<file path="config.mk">
export PLATFORM = sky130hd
export DESIGN_NAME = siga_beat_serializer
export DESIGN_NICKNAME = d
export VERILOG_FILES = /design/src/rtl/siga_pkg.sv /design/src/rtl/siga_beat_serializer.sv
export SDC_FILE = /design/constraint.sdc
export NUM_CORES = 1
export LEC_CHECK = 0
export CAP_MARGIN = 20
export CORE_MARGIN = 10
export CORE_UTILIZATION = 43
export CTS_CLUSTER_SIZE = 16
export DETAILED_ROUTE_END_ITERATION = 7
export PLACE_DENSITY_LB_ADDON = 0.12
export SETUP_SLACK_MARGIN = 0.05
export SLEW_MARGIN = 20
export SYNTH_ARGS = -nofsm -noshare
export SYNTH_HDL_FRONTEND = slang
export SYNTH_SLANG_ARGS = --single-unit
</file>
<file path="constraint.sdc">
create_clock -name clk -period 1.63 [get_ports clk]
set_input_delay 0.326 -clock clk [delete_from_list [all_inputs] [get_ports clk]]
set_output_delay 0.326 -clock clk [all_outputs]
set_load 0.005 [all_outputs]
</file>
<file path="src/rtl/siga_pkg.sv">
// siga_pkg: shared widths, state encoding and beat-count helpers for the SIG_NAMEA serializer
package siga_pkg;
  localparam int SIGA_W = 224;
  localparam int SIGA_HI_LSB = 128;
  localparam int SIGA_LO_MSB = 127;
  typedef enum logic {IDLE, SEND} siga_state_e;
  function automatic int nbeats(input int out_w);
    return SIGA_W / out_w;
  endfunction
  function automatic bit beat_w_ok(input int out_w);
    return out_w > 0 && out_w <= SIGA_W && (SIGA_W % out_w) == 0;
  endfunction
endpackage

</file>
<file path="src/rtl/siga_beat_serializer.sv">
// siga_beat_serializer: splits each 224-bit SIG_NAMEA word into OUT_W-bit beats, LSB first; SIGA_BEAT_PARITY_EN adds out_par
module siga_beat_serializer
  import siga_pkg::*;
#(
  parameter int FOO = 8,
  parameter int OUT_W = 32
) (
  input  logic               clk,
  input  logic               rst,
  input  logic               in_valid,
  output logic               in_ready,
  input  logic [SIGA_W-1:0]  sig_namea,
  input  logic [FOO*4-2:0]   sig_nameb,
  output logic               out_valid,
  input  logic               out_ready,
  output logic [OUT_W-1:0]   out_data,
  output logic               out_first,
  output logic               out_last,
  output logic [FOO*4-2:0]   out_tag
`ifdef SIGA_BEAT_PARITY_EN
  ,
  output logic               out_par
`endif
);
  localparam int NBEATS = nbeats(OUT_W);
  localparam int IW = NBEATS > 1 ? $clog2(NBEATS) : 1;
  localparam logic [IW-1:0] LAST = IW'(NBEATS - 1);
  localparam logic S_IDLE = 1'(IDLE);
  localparam logic S_SEND = 1'(SEND);
  if (!beat_w_ok(OUT_W)) begin : g_bad_out_w
    $error("siga_beat_serializer: OUT_W must divide 224");
  end
  logic              state;
  logic [IW-1:0]     idx;
  logic [SIGA_W-1:0] shreg;
  logic              accept;
  logic              beat;
  logic              on_last;
  assign on_last   = idx == LAST;
  assign out_valid = state == S_SEND;
  assign in_ready  = state == S_IDLE || (on_last && out_ready);
  assign accept    = in_valid && in_ready;
  assign beat      = out_valid && out_ready;
  assign out_data  = shreg[OUT_W-1:0];
  assign out_first = out_valid && idx == '0;
  assign out_last  = out_valid && on_last;
  always_ff @(posedge clk) begin
    if (rst) begin
      state   <= S_IDLE;
      idx     <= '0;
      shreg   <= '0;
      out_tag <= '0;
    end else if (accept) begin
      state   <= S_SEND;
      idx     <= '0;
      shreg   <= sig_namea;
      out_tag <= sig_nameb;
    end else if (beat) begin
      state <= on_last ? S_IDLE : S_SEND;
      idx   <= on_last ? '0 : idx + IW'(1);
      shreg <= shreg >> OUT_W;
    end
  end
`ifdef SIGA_BEAT_PARITY_EN
  logic word_par;
  logic par_acc;
  assign out_par = ^out_data;
  always_ff @(posedge clk) begin
    if (rst) begin
      word_par <= 1'b0;
      par_acc  <= 1'b0;
    end else if (accept) begin
      word_par <= ^sig_namea;
      par_acc  <= 1'b0;
    end else if (beat) begin
      par_acc <= par_acc ^ out_par;
    end
  end
  // beat parities folded over the whole word must reproduce the captured word's parity
  always_ff @(posedge clk) begin
    if (!rst && beat && on_last)
      assert ((par_acc ^ out_par) == word_par) else $error("siga_beat_serializer: parity fold mismatch");
  end
`endif
endmodule

</file>
==> flow_summary.toml, run 1 <==
[worst_setup_path]
critical_path_class = "flip-flop to flip-flop"
cp_data_required_time_ps = 2060
cp_cell_sequence = "nand4b_1 > buf_4 > a21boi_4 > buf_12 > buf_12 > buf_12 > clkbuf_16 > mux2_4"
worstPathArrival_ps = 2280
r2r-start = "idx[0]"
reg2reg_to = "shreg[184]"
cpMaxStageDelayCell = "dfxtp_2"
critPathCaptureType = "flip-flop"
crit_fanout = 6
crit_top_cell = "buf_12"
rrSetupSlack_ps = -220
rr_worst_depth = 8
cp-start-kind = "flip-flop"
cpPeakStageDelay_ps = 320

[timing]
hold_viol_final = 0
setup_tns_ps = -34650
setup_viol = 233
tightest_slew_ps = 354
slew_violations = 0
post-route-period-util = 1.13
hold_ws_ps = 222
slew_headroom = 0.764
fmax_mhz = 542
fin_skew_ps = 16.5
fin_crit_ps = 1850
setup_slack_ps = -215
rsz0062_at_grt = "yes"

[min_path]
holdPathStages = 3
min_from = "rst"
holdCritPathClass = "primary input to flip-flop"
hold-path-endpoint = "shreg[131]"

[placement]
gp_congestion = 0.788
hpwlAfterDp_um = 33200
port_buffers = 325

[synthesis]
syn_nets = 1894
yosys_warnings = 0
synth_area_leaders = "dfxtp_1, a21bo_2, mux2_1"
synth_common_cells = "dfxtp_1, a21oi_1, a21bo_2, nand3_1, nor2b_1"
yosysSeqAreaShare = 0.344
synth_top_cell_area_share = 0.344
synth-edff-count = 0
synth_ff_type = "dfxtp_1"
syn_avg_cell_area_um2 = 9.21
synth_cell_types = 25
synthMostInstantiatedCell = "dfxtp_1"
synth_area_leader_cell = "dfxtp_1"
ys_ff_latch = 259
async_flop_share = 0
synthCells = 1635
syn-cell-area_mm2 = 0.0151

[floorplanning]
die-area_mm2 = 0.0429
die_h_um = 207
die_w_um = 207
rows = 68
core_area_mm2 = 0.0345
io_pins = 326
start_util = 0.436

[detailed_routing]
wl_um = 47400
drtIter0Drc = 712
viasPerCell = 5.26
drc = 0
num_vias = 12600
antenna_left = 0
wl_per_cell_um = 19.8
dr.pass1.iters = 5

[finish]
fin_nets = 2170
regArea_mm2 = 0.00520
nFillCells = 3054
drive_gt1_frac = 0.276
area_growth_pct = 39.9
multiInputGateArea_mm2 = 0.00935

[global_routing]
grt.overflow.total = 0
grt_pass1_vias = 12500
globalRouteMet2Util = 0.337
grt_usage = 0.199
grt_pass1_wl_um = 70700
grtUsageMet1 = 0.252
antenna_found_initial = 10
use_met3 = 0.0546
grt_max_degree = 85
grt-busiest-layer = "met2"

[status]
status = "complete, but fails checks"
failed_checks = "setup timing"

[cts]
cts_hold_buffers = 0
cts-root-buf = "clkbuf_16"
cts.sinks = 259
clk_latency_ps = 560
clockBufferDepth = 3
htree_levels = 1
cts_tree = "built"
clk_pin_slew_worst_paths_ps = 60
cts_inserted_buffers = 31

[flow_run]
maxCapViolCount = 0

[pwr]
p_leak_uw = 0.00847
pwr_density_cell_mw_per_mm2 = 824
irDropWorstVdd_v = 0.000760
-- worst max-delay path by stage --
stage	to	start	cells past startpoint
after floorplan	shreg[100]	out_ready	6
after global placement	shreg[19]	in_valid	5
after detailed placement	shreg[208]	in_valid	6
after CTS	shreg[190]	idx[0]	6
after global routing	shreg[184]	idx[0]	8
final	shreg[184]	idx[0]	8
-- sequential cells by signal, indices dropped and copies added (netlist names) --
signal / count
out_valid: 1
idx: 3
out_tag: 31
shreg: 224
-- metal layers --
metal,wire length [µm],vias to the layer above
met3,2870,52
met4,553,16
met2,22600,270
met1,21200,6019
met5,105,-
li1,-,6207
-- cells by family after synthesis --
group                  after synthesis  synth area share
buffers and inverters              207            0.0726
DFF                                259             0.344
and+or+nand+nor                    523             0.203
AOI/OAI and AO/OA                  390             0.194
muxes                              256             0.186
-- power breakdown --
| part | total, µW | internal, µW | switching, µW | leakage [µW] |
|---|---|---|---|---|
| clock | 6720 | 3940 | 2780 | 0.000497 |
| combinational | 3650 | 2230 | 1420 | 0.00584 |
| sequential | 7000 | 6760 | 247 | 0.00213 |
-- worst max-delay path, delay by kind of cell, from the launching register on --
family	cells	cell delay (ps)
mux	1	280
flops	1	320
simple gates	1	220
buf+inv	5	740
compound gates	1	160
-- final cells by class --
| type | instances | share of cell area |
|---|---|---|
| Antenna cell | 1 | 0.000119 |
| Clock buffer | 42 | 0.0421 |
| Clock inverter | 12 | 0.00451 |
| Multi-Input combinational cell | 1169 | 0.444 |
| Sequential cell | 259 | 0.247 |
| Tap cell | 455 | 0.0270 |
| Timing Repair Buffer | 450 | 0.236 |
-- cells in the final DEF, fill, tap and decap left out, types with 2 or more instances in the layout --
| cell | n |
|---|---|
| a21bo_2 | 192 |
| a21oi_1 | 194 |
| buf_12 | 41 |
| buf_16 | 3 |
| buf_4 | 47 |
| buf_6 | 19 |
| buf_8 | 12 |
| clkbuf_1 | 4 |
| clkbuf_16 | 39 |
| clkbuf_8 | 7 |
| clkdlybuf4s50_1 | 256 |
| clkinv_2 | 9 |
| dfxtp_1 | 252 |
| dfxtp_2 | 4 |
| dfxtp_4 | 3 |
| dlygate4sd2_1 | 62 |
| mux2_1 | 45 |
| mux2_2 | 7 |
| mux2_4 | 140 |
| mux2i_1 | 64 |
| nand2_2 | 2 |
| nand2b_1 | 94 |
| nand3_1 | 192 |
| nand3b_1 | 32 |
| nor2_1 | 4 |
| nor2b_1 | 192 |
-- repair_timing --
item | CTS | global route
gates resized for setup | 120 | 127
buffers inserted | 6 | 27
cloned | 0 | 10
endpoints found under the setup margin | 293 | 263
pin swaps | 3 | 3
-- through the flow --
step | area [µm²] | util | cells | setup slack, ps | power, µW
after floorplan | 15200 | - | 1635 | 31.5 | 8990
after global placement | 19100 | 0.552 | 2290 | -351 | 10400
after detailed placement | 19100 | 0.552 | 2290 | -396 | 10400
after CTS | 20200 | 0.583 | 2350 | -165 | 17100
after global routing | 21100 | 0.610 | 2387 | -273 | 18000
final | 21100 | 0.610 | 2388 | -215 | 17400
No activity file was read; power rests on OpenSTA's default activity.
==> inputs of run 2 (changes only) <==
Settings changed: TNS_END_PERCENT from default to 30.
Clock period 1.63 ns to 2 ns, I/O delays scaled along.
==> flow_summary.toml, run 2 (synthesized netlist as in run 1, its figures left out) <==
[detailed_routing]
antenna_left = 0
drtIter0Drc = 840
drc = 0
num_vias = 12200
dr.pass1.iters = 5
viasPerCell = 5.21
wl_per_cell_um = 19.1
wl_um = 44700

[pwr]
p_int_uw = 10700
pwr_density_cell_mw_per_mm2 = 716
power.share.switching = 0.245
pwr-share-seq = 0.403
p_leak_uw = 0.00756
combPwrFrac = 0.180
p_switching_uw = 3470
irDropWorstVdd_v = 0.000575
pwr-share-clk = 0.417

[cts]
cts_inserted_buffers = 30
clockBufferDepth = 3
clk_pin_slew_worst_paths_ps = 60
htree_levels = 1
clk_latency_ps = 550
cts.sinks = 259
cts_tree = "built"
cts_hold_buffers = 0
cts-root-buf = "clkbuf_16"

[global_routing]
antenna_found_initial = 11
grt_pass1_vias = 12300
grt.overflow.total = 0
grt_max_degree = 131
grt_pass1_wl_um = 69700
grt_usage = 0.196

[finish]
fin_nets = 2107
area_growth_pct = 31.3
largest_reg_flops = 224
fin_util = 0.572
final_common_cell = "clkdlybuf4s50_1"
top_regs = "shreg: 224 flops, out_tag: 31 flops, idx: 3 flops"
top_register = "shreg"
nFillCells = 3183
drive_gt1_frac = 0.192
final_cell_mix = "clkdlybuf4s50_1, dfxtp_1, a21oi_1"

[timing]
fin_crit_ps = 1860
post-route-period-util = 0.930
tightest_slew_ps = 540
hold_viol_final = 0
setup_viol = 0
fmax_mhz = 538
hold_ws_ps = 336
slew_violations = 0
slew_headroom = 0.640
rsz0062_at_grt = "no"
fin_skew_ps = 14.3

[worst_setup_path]
path_delay_family = "flip-flops"
worstPathArrival_ps = 1460
critical_path_class = "flip-flop to output port"
cpPeakStageDelay_ps = 350
cp-start-kind = "flip-flop"
rrSetupSlack_ps = 180
cp_data_required_time_ps = 1600
crit_fanout = 7
critPathCaptureType = "output port"
worst-path-buf-inv = 1
cp_cell_sequence = "nand4b_1 > nand2_1 > dlygate4sd2_1"
cpMaxStageDelayCell = "dfxtp_2"

[floorplanning]
die_w_um = 207
io_pins = 326
die_h_um = 207
core_area_mm2 = 0.0345
rows = 68
die-area_mm2 = 0.0429
start_util = 0.436

[flow_run]
maxCapViolCount = 0

[status]
status = "finished, final reports clean"

[placement]
hpwlAfterDp_um = 31900
gp_congestion = 0.786
port_buffers = 325

[min_path]
holdCritPathClass = "primary input to flip-flop"
## run 2: changes by cell type in the layout (fill, tap and decap cells not counted), sizes merged
| cell | delta |
|---|---|
| inv | -1 |
| diode | +7 |
| dlymetal6s2s | +1 |
| clkinvlp | +1 |
| buf | -57 |
| clkinv | -4 |
| clkdlybuf4s15 | -1 |
| bufinv | +3 |
| dlygate4sd2 | -60 |
| clkdlybuf4s50 | +62 |
| clkbuf | -4 |
## run 2: layer usage
layer,share of wire,global-route usage,wire (µm)
met3,0.064,0.0561,2860
met2,0.46,0.315,20600
met5,0.0015,0,67
met1,0.46,0.256,20500
met4,0.015,0.0379,667
## run 2: stage by stage
| step | power [µW] | instances | instance area, µm² | setup TNS (ps) | setup slack [ps] |
|---|---|---|---|---|---|
| 3_5_place_dp | 8380 | 2267 | 18600 | -1690 | -43.6 |
| 5_1_grt | 14700 | 2329 | 19800 | 0 | 54.4 |
| 2_1_floorplan | 7280 | 1635 | 15100 | 0 | 252 |
| 6_report | 14200 | 2335 | 19800 | 0 | 140 |
| 3_3_place_gp | 8340 | 2267 | 18600 | -601 | -21.6 |
| 4_1_cts | 14300 | 2324 | 19700 | 0 | 54.1 |
## run 2: timing repair
item	in CTS	in global routing
endpoints found under the hold margin	0	0
resized for setup	8	6
pin swaps	0	0
buffers inserted	1	3
gates cloned	0	0
setup endpoints to repair	4	8
## run 2: power by group through the flow
stage               clock network, µW  logic (µW)  registers [µW]
finish                           5900        2550            5700
CTS                              6020        2570            5700
global placement                    0        2530            5810
detailed placement                  0        2560            5820
floorplan                           0        1540            5730
global route                     6240        2770            5740
## run 2: path summary, 6_finish.rpt
| kind | from | to | cells past startpoint |
|---|---|---|---|
| worst max-delay path | idx[0] | in_ready | 3 |
| worst min-delay path | rst | shreg[64] | 3 |
| worst max register to register | idx[0] | shreg[56] | 6 |
| worst min register to register | out_tag[9] | out_tag[9] | 2 |
## run 2: final cells by class
class,instances,area [µm²],area share
repair buffers,388,4110,0.208
clock buffers,45,918,0.0464
clock inverters,11,161,0.00816
multi-input cells,1169,8800,0.445
well taps,455,569,0.0288
diodes,8,20.0,0.00101
flip-flops and latches,259,5190,0.263
## run 2: worst register-to-register path: stages, from the launching register on
cell and delay (ps):
dfxtp_2 350, nand4b_1 200, buf_4 170, a21boi_4 240, buf_12 220, buf_12 190, mux2_1 340
